### src/rtl/mem_arbiter.sv
// mem_arbiter: two-port (fetch / data) arbiter in front of a single
// 1-cycle-latency memory port, with fetch starvation guard and access checks.
package mem_arbiter_pkg;
    typedef enum logic [1:0] {
        WRITE_BYTE = 2'd0,
        WRITE_HALF = 2'd1,
        WRITE_WORD = 2'd2
    } write_width_t;
endpackage

module mem_arbiter
    import mem_arbiter_pkg::*;
#(
    parameter int STARVE_LIMIT = 3,
    parameter int ADDR_BITS    = 10,
    parameter int XLEN         = 32
) (
    input  logic               clock,
    input  logic               reset,
    input  logic               if_req,
    input  logic [XLEN-1:0]    if_addr,
    output logic               if_gnt,
    output logic               if_rvalid,
    output logic               if_err,
    output logic [XLEN-1:0]    if_rdata,
    input  logic               d_req,
    input  logic [XLEN-1:0]    d_addr,
    input  logic               d_wenable,
    input  write_width_t       d_wwidth,
    input  logic [XLEN-1:0]    d_wdata,
    output logic               d_gnt,
    output logic               d_rvalid,
    output logic               d_err,
    output logic [XLEN-1:0]    d_rdata,
    output logic [XLEN-1:0]    mem_addr,
    output write_width_t       mem_wwidth,
    output logic               mem_wenable,
    output logic [XLEN-1:0]    mem_wdata,
    input  logic [XLEN-1:0]    mem_rdata
);
    localparam int CNT_W = (STARVE_LIMIT < 1) ? 1 : $clog2(STARVE_LIMIT + 1);
    localparam logic [CNT_W-1:0] LIMIT = CNT_W'(STARVE_LIMIT);

    typedef enum logic [2:0] {S_IDLE, S_IF, S_D, S_IF_ERR, S_D_ERR} state_t;

    state_t           state_p1;
    state_t           state_next;
    logic [CNT_W-1:0] starve_cnt;
    logic             d_store_p1;
    logic             if_legal;
    logic             d_legal;
    logic             fetch_force;

    // Address must lie inside the backing memory and be aligned to its width.
    function automatic logic access_legal(input logic [XLEN-1:0] addr, input write_width_t width);
        logic ok;
        ok = ((addr >> ADDR_BITS) == '0);
        if (width == WRITE_HALF && addr[0])
            ok = 1'b0;
        if (width == WRITE_WORD && addr[1:0] != 2'b00)
            ok = 1'b0;
        return ok;
    endfunction

    // Saturating increment of the fetch denial counter.
    function automatic logic [CNT_W-1:0] sat_inc(input logic [CNT_W-1:0] v);
        return (v >= LIMIT) ? LIMIT : v + 1'b1;
    endfunction

    assign if_legal    = access_legal(if_addr, WRITE_WORD);
    assign d_legal     = access_legal(d_addr, d_wwidth);
    assign fetch_force = if_req && (starve_cnt == LIMIT);

    // Grant selection: data first unless fetch has been starved long enough.
    always_comb begin
        if_gnt = 1'b0;
        d_gnt  = 1'b0;
        if (!reset) begin
            if (d_req && !fetch_force)
                d_gnt = 1'b1;
            else if (if_req)
                if_gnt = 1'b1;
        end
    end

    // Memory port steering from the winner; illegal accesses never write.
    always_comb begin
        mem_addr    = '0;
        mem_wwidth  = WRITE_WORD;
        mem_wenable = 1'b0;
        mem_wdata   = '0;
        if (d_gnt) begin
            mem_addr    = d_addr;
            mem_wwidth  = d_wwidth;
            mem_wdata   = d_wdata;
            mem_wenable = d_wenable && d_legal;
        end else if (if_gnt) begin
            mem_addr    = if_addr;
        end
    end

    // Next pending-response state and response outputs of the current state.
    always_comb begin
        state_next = S_IDLE;
        if (d_gnt)
            state_next = d_legal ? S_D : S_D_ERR;
        else if (if_gnt)
            state_next = if_legal ? S_IF : S_IF_ERR;

        if_rvalid = 1'b0;
        if_err    = 1'b0;
        if_rdata  = '0;
        d_rvalid  = 1'b0;
        d_err     = 1'b0;
        d_rdata   = '0;
        if (!reset) begin
            case (state_p1)
                S_IF: begin
                    if_rvalid = 1'b1;
                    if_rdata  = mem_rdata;
                end
                S_D: begin
                    d_rvalid = 1'b1;
                    d_rdata  = d_store_p1 ? '0 : mem_rdata;
                end
                S_IF_ERR: if_err = 1'b1;
                S_D_ERR:  d_err  = 1'b1;
                default: ;
            endcase
        end
    end

    // Response state and starvation counter.
    always_ff @(posedge clock) begin
        if (reset) begin
            state_p1   <= S_IDLE;
            starve_cnt <= '0;
        end else begin
            state_p1 <= state_next;
            if (!if_req || if_gnt)
                starve_cnt <= '0;
            else if (d_gnt)
                starve_cnt <= sat_inc(starve_cnt);
        end
    end

    // Remember whether the granted data access was a store (stores return 0).
    always_ff @(posedge clock) begin
        if (d_gnt)
            d_store_p1 <= d_wenable;
    end
endmodule
### config.mk
export PLATFORM = sky130hd
export DESIGN_NAME = mem_arbiter
export DESIGN_NICKNAME = d
export VERILOG_FILES = /design/src/rtl/mem_arbiter.sv
export SDC_FILE = /design/constraint.sdc
export NUM_CORES = 1
export LEC_CHECK = 0
export CAP_MARGIN = 20
export CORE_AREA = 2 2 104 106
export CTS_CLUSTER_DIAMETER = 40
export CTS_CLUSTER_SIZE = 10
export DETAILED_ROUTE_END_ITERATION = 7
export DIE_AREA = 0 0 106 108
export SYNTH_ARGS = -nofsm -noshare
export SYNTH_HDL_FRONTEND = slang
export SYNTH_SLANG_ARGS = --single-unit
### constraint.sdc
create_clock -name clock -period 1.7 [get_ports clock]
set_clock_uncertainty 0.05 [all_clocks]
set_input_delay 0.17 -clock clock [delete_from_list [all_inputs] [get_ports clock]]
set_output_delay 0.17 -clock clock [all_outputs]
set_load 0.005 [all_outputs]
==> results.tsv, run 1 <==
metric	value	unit
outcome	complete, but fails checks	
violations	setup timing	
critical_path.endpoint	mem_wdata[11]	
dr_total_vias	2870	
grt_first_pass_wirelength	15900	um
grt_usage	0.177	
total_power	0.00131	W
ff2ff_path_depth	5	
ys_types	27	
antenna_found_initial	0	
drc	0	
synth_area_per_cell	7.09	um^2
synth_nets	326	
synth_top_cell_area_share	0.448	
areaGrowthSynthToFinish	293	%
swShare	0.283	
start_util	0.132	
grt_max_degree	27	
clockPowerShare	0.179	
synth_edf_count	1	
crit_path_end_kind	primary output	
leakagePower	2.74	nW
synth_top_cell_by_area	and2_1	
slew_headroom	0.744	
post_dp_cell_area	4400	um^2
diodes	0	
placeableCoreArea	10200	um^2
synthArstFlopShare	0	
wl_per_cell	17.6	um
layout_setup_ws	-0.204	ns
crit_fanout	8	
die_x	106	um
hpwl	8300	um
stdcell_count	669	
final_max_slew_viol_count	0	
drt-initial-drc-count	73	
cts_tree	yes	
fmax	0.525	GHz
setup_violations	100	
yosys-top-cells-count	and2_1 (97), a22o_1 (33), buf_2 (12), nor4_1 (11)	
worst_pin_slew	0.380	ns
htree_levels	1	
min_period	1.90	ns
period_share	1.12	
cts_buffers	3	
p_per_area	246	nW/um^2
netlist_instances	191	
r2r_end	d_store_p1	
worstSetupStartpointType	flip-flop	
rsz0062_at_grt	yes	
root_buffer	clkbuf_8	
cts.sinks	6	
place_inst	605	
synth.area.top_cells	and2_1 (45%), a22o_1 (21%), dfxtp_1 (7.4%)	
ys_seq_area_frac	0.0960	
p_int	0.000938	W
hold_violations	0	
ys_ff_latch	6	
vias_per_cell	4.29	
ir_worst_vdd	0.000167	V
final_antenna_net_count	0	
clk_latency	0.23	ns
switchingPower	0.000371	W
syn_area	1360	um^2
hp-class	input pin to flip-flop	
max_cap_violations	0	
gp_congestion	0.803	
stdcell_area	5320	um^2
die_h	108	um
ff2ff_setup_slack	0.31	ns
io_pins	272	
dr.pass1.iters	4	
combinationalPowerShare	0.703	
required	1.48	ns
cp.arrival	1.68	ns
fin_tns_setup	-8.13	ns
path_class	flip-flop to primary output	
ys.warnings.count	0	
die_area	11400	um^2
p_seq_frac	0.118	
rows	37	
port_buffers	271	
reg2reg_from	starve_cnt[1]	
yosysMostFrequentCell	and2_1	
nets	669	
startpoint	starve_cnt[1]	
routed_wl	11800	um
first_global_vias	2943	
drive_gt1_frac	0.576	
clockBufferDepth	2	
ys.flop_type	dfxtp_1	
overflow	0	
clk_pin_slew	0.04	ns
## area by class of cell
class,count,area (um^2)
clock buffers,4,45.0
fillers,988,4910
inverters,1,3.75
multi-input cells,168,1430
flip-flops and latches,6,140
well taps,136,170
repair buffers,354,3530
## cells in the final DEF, fill, tap and decap left out, types with 2 or more instances in the layout
cell and instances:
clkdlybuf4s50_1 115, and2_4 71, and2_1 26, a22o_1 33, dlymetal6s2s_1 19, clkbuf_16 3, buf_2 48, and3_1 2
buf_8 8, nand2b_1 2, dlygate4sd2_1 9, clkbuf_8 3, dfxtp_2 2, buf_12 11, dfxtp_4 2, buf_4 32
buf_16 4, nor4_2 6, nor2_1 3, clkbuf_2 20, nand3_1 2, buf_6 84, nor4_1 5
## through the flow
step                setup slack [ns]  hold slack, ns   util
floorplan                      0.379           0.212      -
global placement              -0.610           0.503  0.430
detailed placement            -0.640           0.501  0.430
CTS                           -0.284           0.373  0.471
global route                  -0.261           0.401  0.520
finish                        -0.204           0.366  0.520
## timing repair
item	4_1_cts	5_1_grt
hold buffers	0	0
pin swaps	32	73
resized for setup	387	321
endpoints found under the setup margin	137	134
setup buffers	28	28
cloned	10	3
## how the worst min path moves through the flow
stage / end / depth (start not counted) / slack [ns] / start
finish: state_p1[0] / 3 / 0.37 / d_req
global route: state_p1[0] / 3 / 0.40 / d_req
CTS: state_p1[0] / 3 / 0.37 / d_req
detailed placement: state_p1[0] / 2 / 0.50 / starve_cnt[1]
global placement: state_p1[0] / 2 / 0.50 / starve_cnt[1]
floorplan: state_p1[0] / 1 / 0.21 / d_req
## power groups by stage
stage          logic [W]  clock network, W  registers (W)
2_1_floorplan   0.000148                 0       0.000157
3_3_place_gp    0.000747                 0       0.000157
3_5_place_dp    0.000750                 0       0.000157
4_1_cts         0.000843          0.000235       0.000156
5_1_grt         0.000972          0.000252       0.000155
6_report        0.000920          0.000234       0.000154
## metal layers
layer  track usage  wire length [um]
met5             0                 0
met4        0.0273               111
met3        0.0374               966
met2         0.373              6720
met1         0.179              3980
## registers in the layout, summed over array words and instances, names as in the netlist
| signal | flops |
|---|---|
| state_p1 | 3 |
| starve_cnt | 2 |
| d_store_p1 | 1 |
## critical path, stage by stage, from the launching register on
cell and delay, ns:
dfxtp_4 0.35, a311oi_4 0.28, buf_4 0.16, buf_6 0.11, buf_8 0.12, buf_16 0.13, buf_6 0.09, and2_4 0.13
buf_6 0.08
## logic make-up (layout without fill, tap and decap cells)
kind of cell    after synthesis  in the layout  synth area share
buf+inv                      17            359            0.0582
simple gates                129            129             0.593
compound gates               37             37             0.240
xor+xnor                      2              2            0.0129
flops                         6              6            0.0960
No activity file was read; power rests on OpenSTA's default activity.
==> inputs of run 2 (changes only) <==
--- a/config.mk
+++ b/config.mk
@@ -11,6 +11,7 @@
 export CTS_CLUSTER_SIZE = 10
 export DETAILED_ROUTE_END_ITERATION = 7
 export DIE_AREA = 0 0 106 108
+export GPL_TIMING_DRIVEN = 0
 export SYNTH_ARGS = -nofsm -noshare
 export SYNTH_HDL_FRONTEND = slang
 export SYNTH_SLANG_ARGS = --single-unit
==> run 2 against run 1 <==
  * The flow still finishes with violations (setup timing)
  * Power is 4.4% lower
  * Critical path depth is 1 lower
  * Non-clock buffer count is 4 higher
  * Sequential share of layout area is 0.18 points higher
  * Critical endpoint is now d_rdata[19]
  * Global-route usage is 0.055 points lower
  * First-iteration DRC count is 1.4% lower
  * Core utilization is 0.34 points lower
  * Highest routed layer unchanged
  * Final area is 0.66% lower
  * Clock power is 4% lower
==> results.tsv, run 2 (synthesis results as in run 1) <==
metric	value	unit	change
cts_tree	yes		
crit_path_end_kind	primary output		
path_class	flip-flop to primary output		
worstSetupStartpointType	flip-flop		
stdcell_count	673		+0.60%
fin_util	0.517		-0.00342
violations	setup timing		
preCtsSetupSlack	-0.906	ns	-0.266 ns
place_inst	598		-1.2%
met3RoutedLength	983	um	+1.8%
ir_worst_vdd	0.000125	V	-25%
clockBufferDepth	2		unchanged
outcome	complete, but fails checks		
min_period	1.83	ns	-0.0707 ns
drt-initial-drc-count	72		-1.4%
hp-class	input pin to flip-flop		
drive_gt1_frac	0.577		+0.00130
setup_violations	79		-21%
rsz0062_at_grt	yes		
crit_fanout	5		-3
grt_max_degree	11		-59%
wl_per_cell	16.6	um	-5.8%
root_buffer	clkbuf_8		
rows	37		unchanged
die_h	108	um	unchanged
route.met2.wl	6370	um	-5.1%
hold_violations	0		unchanged
period_share	1.08		-0.0416
die_x	106	um	unchanged
cts_buffers	3		unchanged
htree_levels	1		unchanged
dr_total_vias	2867		-0.10%
met1_length	3630	um	-8.8%
first_global_vias	3108		+5.6%
max_cap_violations	0		unchanged
post_dp_cell_area	4240	um^2	-3.6%
nets	673		+0.60%
layout_setup_ws	-0.133	ns	+0.0707 ns
io_pins	272		unchanged
layout_commonest_cell	buf_6		
stdcell_area	5290	um^2	-0.66%
cp.arrival	1.61	ns	-0.07 ns
drc	0		unchanged
p_per_area	237	nW/um^2	-3.8%
cts.sinks	6		unchanged
hpwl	8520	um	+2.8%
final_max_slew_viol_count	0		unchanged
worst_pin_slew	0.384	ns	+0.00368 ns
top_layer	met4		
die_area	11400	um^2	unchanged
required	1.48	ns	about the same
vias_per_cell	4.26		-0.70%
areaGrowthSynthToFinish	290	%	
grt_usage	0.177		-0.000552
routed_wl	11100	um	-5.3%
grt_first_pass_wirelength	16100	um	+1.0%
final_antenna_net_count	0		unchanged
dr.pass1.iters	4		unchanged
clk_pin_slew	0.04	ns	about the same
hold_buffers	0		unchanged
reg.largest.list	state_p1 (3), starve_cnt (2), d_store_p1 (1)		
overflow	0		unchanged
fmax	0.546	GHz	+3.9%
port_buffers	271		unchanged
slew_headroom	0.742		-0.00247
gp_congestion	0.784		-2.4%
antenna_found_initial	0		unchanged
start_util	0.132		unchanged
hold_slack	0.165	ns	-0.200 ns
placeableCoreArea	10200	um^2	unchanged
largest-register	state_p1		
diodes	0		unchanged
leakagePower	2.59	nW	-5.6%
final_cell_mix	buf_6 (120), clkdlybuf4s50_1 (107), and2_4 (66), buf_2 (51), a22o_1 (33)		
largest_reg_flops	3		unchanged
clk_latency	0.22	ns	about the same
## run 2: timing repair
action                                 4_1_cts  5_1_grt
cloned                                       9        2
setup buffers                               59       15
endpoints found under the hold margin        0        0
setup endpoints to repair                  140      129
pin swaps                                   71       46
gates resized for setup                    680      154
## run 2: path summary, 6_finish.rpt
| check | start | endpoint | slack (ns) | cells after the start |
|---|---|---|---|---|
| setup / recovery | state_p1[0] | d_rdata[19] | -0.13 | 7 |
| hold / removal | d_req | state_p1[0] | 0.17 | 2 |
| setup reg to reg | starve_cnt[1] | state_p1[1] | 0.28 | 6 |
| hold reg to reg | starve_cnt[0] | starve_cnt[0] | 0.60 | 3 |
## run 2: layer usage
| metal | vias to the layer above | track usage |
|---|---|---|
| met5 | - | 0 |
| met4 | 0 | 0.0404 |
| met3 | 12 | 0.0440 |
| met2 | 170 | 0.376 |
| met1 | 1320 | 0.166 |
| li1 | 1365 | - |
## run 2: final cells by class
class	count	area, um^2
clock buffers	4	45.0
well taps	136	170
inverters	1	3.75
flip-flops and latches	6	149
fillers	966	4940
plain buffers	11	143
repair buffers	347	3350
multi-input cells	168	1430
## run 2: through the flow
step | total power, W | TNS [ns]
final | 0.00125 | -3.53
after global routing | 0.00133 | -9.12
after CTS | 0.00120 | -5.88
after detailed placement | 0.000873 | -106.32
after global placement | 0.000870 | -103.37
after floorplan | 0.000305 | 0
## run 2: where the power goes
group          internal (W)  switching (W)  leakage (nW)
combinational      0.000598       0.000274          2.51
sequential         0.000146     0.00000718        0.0539
clock              0.000161      0.0000638        0.0228
## run 2: worst max-delay path, stage by stage (launching register included)
cell     delay, ns
dfxtp_4       0.35
nor4b_4       0.26
and2b_4       0.25
buf_6         0.12
buf_6         0.10
buf_6         0.09
and2_4        0.13
buf_6         0.09
==> inputs of run 3 (changes only) <==
--- a/config.mk
+++ b/config.mk
@@ -6,12 +6,15 @@
 export NUM_CORES = 1
 export LEC_CHECK = 0
 export CAP_MARGIN = 20
-export CORE_AREA = 2 2 104 106
+export CELL_PAD_IN_SITES_DETAIL_PLACEMENT = 0
+export CELL_PAD_IN_SITES_GLOBAL_PLACEMENT = 2
+export CORE_MARGIN = 2
+export CORE_UTILIZATION = 10
 export CTS_CLUSTER_DIAMETER = 40
 export CTS_CLUSTER_SIZE = 10
 export DETAILED_ROUTE_END_ITERATION = 7
-export DIE_AREA = 0 0 106 108
 export GPL_TIMING_DRIVEN = 0
+export PLACE_DENSITY_LB_ADDON = 0.1
 export SYNTH_ARGS = -nofsm -noshare
 export SYNTH_HDL_FRONTEND = slang
 export SYNTH_SLANG_ARGS = --single-unit
==> run 3 against run 2 <==
  * The run still ends with setup timing left
  * Sequential power about the same
  * Core utilization down 13 points
  * Flip-flop and latch count unchanged
  * Global-route usage down 4.7 points
  * Power up 11%
  * Sequential share of layout area down 0.060 points
  * Count of clock-buffer cells in the layout unchanged
  * First-iteration DRC count down 43%
  * Setup slack worse by 0.064 ns
  * Wire length down 7.2%
  * Final area down 3.0%
  * Die area up 27%
==> results.tsv, run 3 (synthesis results as in run 1) <==
metric	value	unit	change
outcome	complete, but fails checks		
violations	setup timing		
required	1.48	ns	about the same
io_pins	272		unchanged
root_buffer	clkbuf_16		
htree_levels	1		unchanged
cp.arrival	1.68	ns	+0.07 ns
layout_setup_ws	-0.196	ns	-0.0636 ns
routed_wl	10300	um	-7.2%
clockBufferDepth	2		unchanged
max_stage_delay	0.35	ns	about the same
path_class	flip-flop to primary output		
max_cap_violations	0		unchanged
start_util	0.102		-0.0301
rsz0062_at_grt	yes		
rows	42		+14%
antenna_found_initial	1		+1
dr_total_vias	2774		-3.2%
fmax	0.527	GHz	-3.4%
die_x	120	um	+14%
layout_commonest_cell	clkdlybuf4s50_1		
port_buffers	271		unchanged
largest-register	state_p1		
worstSetupStartpointType	flip-flop		
clk_pin_slew	0.04	ns	about the same
clk_latency	0.23	ns	about the same
grt_max_degree	11		unchanged
cts_buffers	3		unchanged
vias_per_cell	3.92		-7.9%
reg.largest.list	state_p1 (3), starve_cnt (2), d_store_p1 (1)		
first_global_vias	2877		-7.4%
final_cell_mix	clkdlybuf4s50_1 (122), buf_6 (94), buf_2 (70), and2_1 (51), and2_4 (46)		
drive_gt1_frac	0.508		-0.0697
nets	666		-1.0%
hold_buffers	0		unchanged
placeableCoreArea	13200	um^2	+29%
final_max_slew_viol_count	0		unchanged
hold_violations	0		unchanged
final_antenna_net_count	0		unchanged
fin_util	0.387		-0.129
slew_headroom	0.749		+0.00720
cpMaxStageDelayCell	dfxtp_4		
dr.pass1.iters	4		unchanged
ir_worst_vdd	0.000154	V	+23%
grt_first_pass_wirelength	14800	um	-8.3%
p_per_area	269	nW/um^2	+14%
crit_path_end_kind	primary output		
grt_usage	0.130		-0.0469
worst_pin_slew	0.373	ns	-0.0107 ns
die_h	120	um	+11%
die_area	14500	um^2	+27%
min_period	1.90	ns	+0.0636 ns
hpwl	8050	um	-5.6%
crit_fanout	5		unchanged
cts.sinks	6		unchanged
wl_per_cell	14.6	um	-12%
overflow	0		unchanged
gp_congestion	0.726		-7.4%
place_inst	638		+6.7%
fillers	1403		+45%
cts_tree	yes		
drc	0		unchanged
leakagePower	2.53	nW	-2.2%
largest_reg_flops	3		unchanged
drt-initial-drc-count	41		-43%
period_share	1.12		+0.0374
areaGrowthSynthToFinish	279	%	
setup_violations	73		-7.6%
path_cells	a311oi_4 > buf_6 > buf_12 > buf_8 > buf_6 > buf_12 > a22o_1 > buf_2		
stdcell_count	707		+5.1%
hp-class	input pin to flip-flop		
## run 3: what timing repair did
| item | in CTS | in global routing |
|---|---|---|
| pin swaps | 80 | 34 |
| endpoints found under the setup margin | 140 | 129 |
| cloned | 8 | 0 |
| setup buffers | 55 | 8 |
| gates resized for setup | 643 | 67 |
## run 3: per-layer routing
| metal | share of wire | routed length (um) | global-route usage | vias to the layer above |
|---|---|---|---|---|
| li1 | - | - | - | 1355 |
| met1 | 0.33 | 3380 | 0.124 | 1245 |
| met2 | 0.56 | 5790 | 0.274 | 167 |
| met3 | 0.10 | 1080 | 0.0321 | 7 |
| met4 | 0.0079 | 82 | 0.0225 | 0 |
| met5 | 0 | 0 | 0 | - |
## run 3: through the flow
step                setup TNS, ns  power (W)  instance area, um^2  setup WS, ns  hold slack [ns]
floorplan                       0   0.000305                 1360         0.379            0.212
global placement          -107.22   0.000869                 4290        -0.910            0.413
detailed placement        -112.76   0.000867                 4290        -0.936            0.430
CTS                         -8.73    0.00135                 4900        -0.268            0.294
global route               -14.64    0.00146                 5130        -0.265            0.184
finish                      -7.51    0.00138                 5130        -0.196            0.149
## run 3: final timing paths
path	from	end	slack (ns)	cells past startpoint
max	starve_cnt[1]	mem_addr[27]	-0.20	8
min	d_req	state_p1[0]	0.15	2
max reg2reg	starve_cnt[1]	d_store_p1	0.25	5
min reg2reg	starve_cnt[1]	starve_cnt[1]	0.49	2
## run 3: where the power goes
group          switching, W  leakage (nW)  internal, W  total, W
Combinational      0.000252          2.44     0.000584  0.000836
Clock             0.0000798        0.0382     0.000311  0.000391
Sequential       0.00000644        0.0530     0.000150  0.000156
## run 3: layout make-up
| cell class | instances | area, um^2 | share of cell area |
|---|---|---|---|
| timing repair buffer | 336 | 3150 | 0.614 |
| multi-input combinational | 168 | 1340 | 0.261 |
| tap | 176 | 220 | 0.0429 |
| buffer | 15 | 193 | 0.0376 |
| sequential | 6 | 141 | 0.0276 |
| clock buffer | 4 | 78.8 | 0.0154 |
| inverter | 1 | 3.75 | 0.000732 |
| antenna | 1 | 2.50 | 0.000488 |
## run 3: worst max-delay path: cells and delay by family, from the launching register on
kind	cells	cell delay [ns]
AOI/OAI and AO/OA	2	0.42
DFF	1	0.35
buffers and inverters	6	0.68
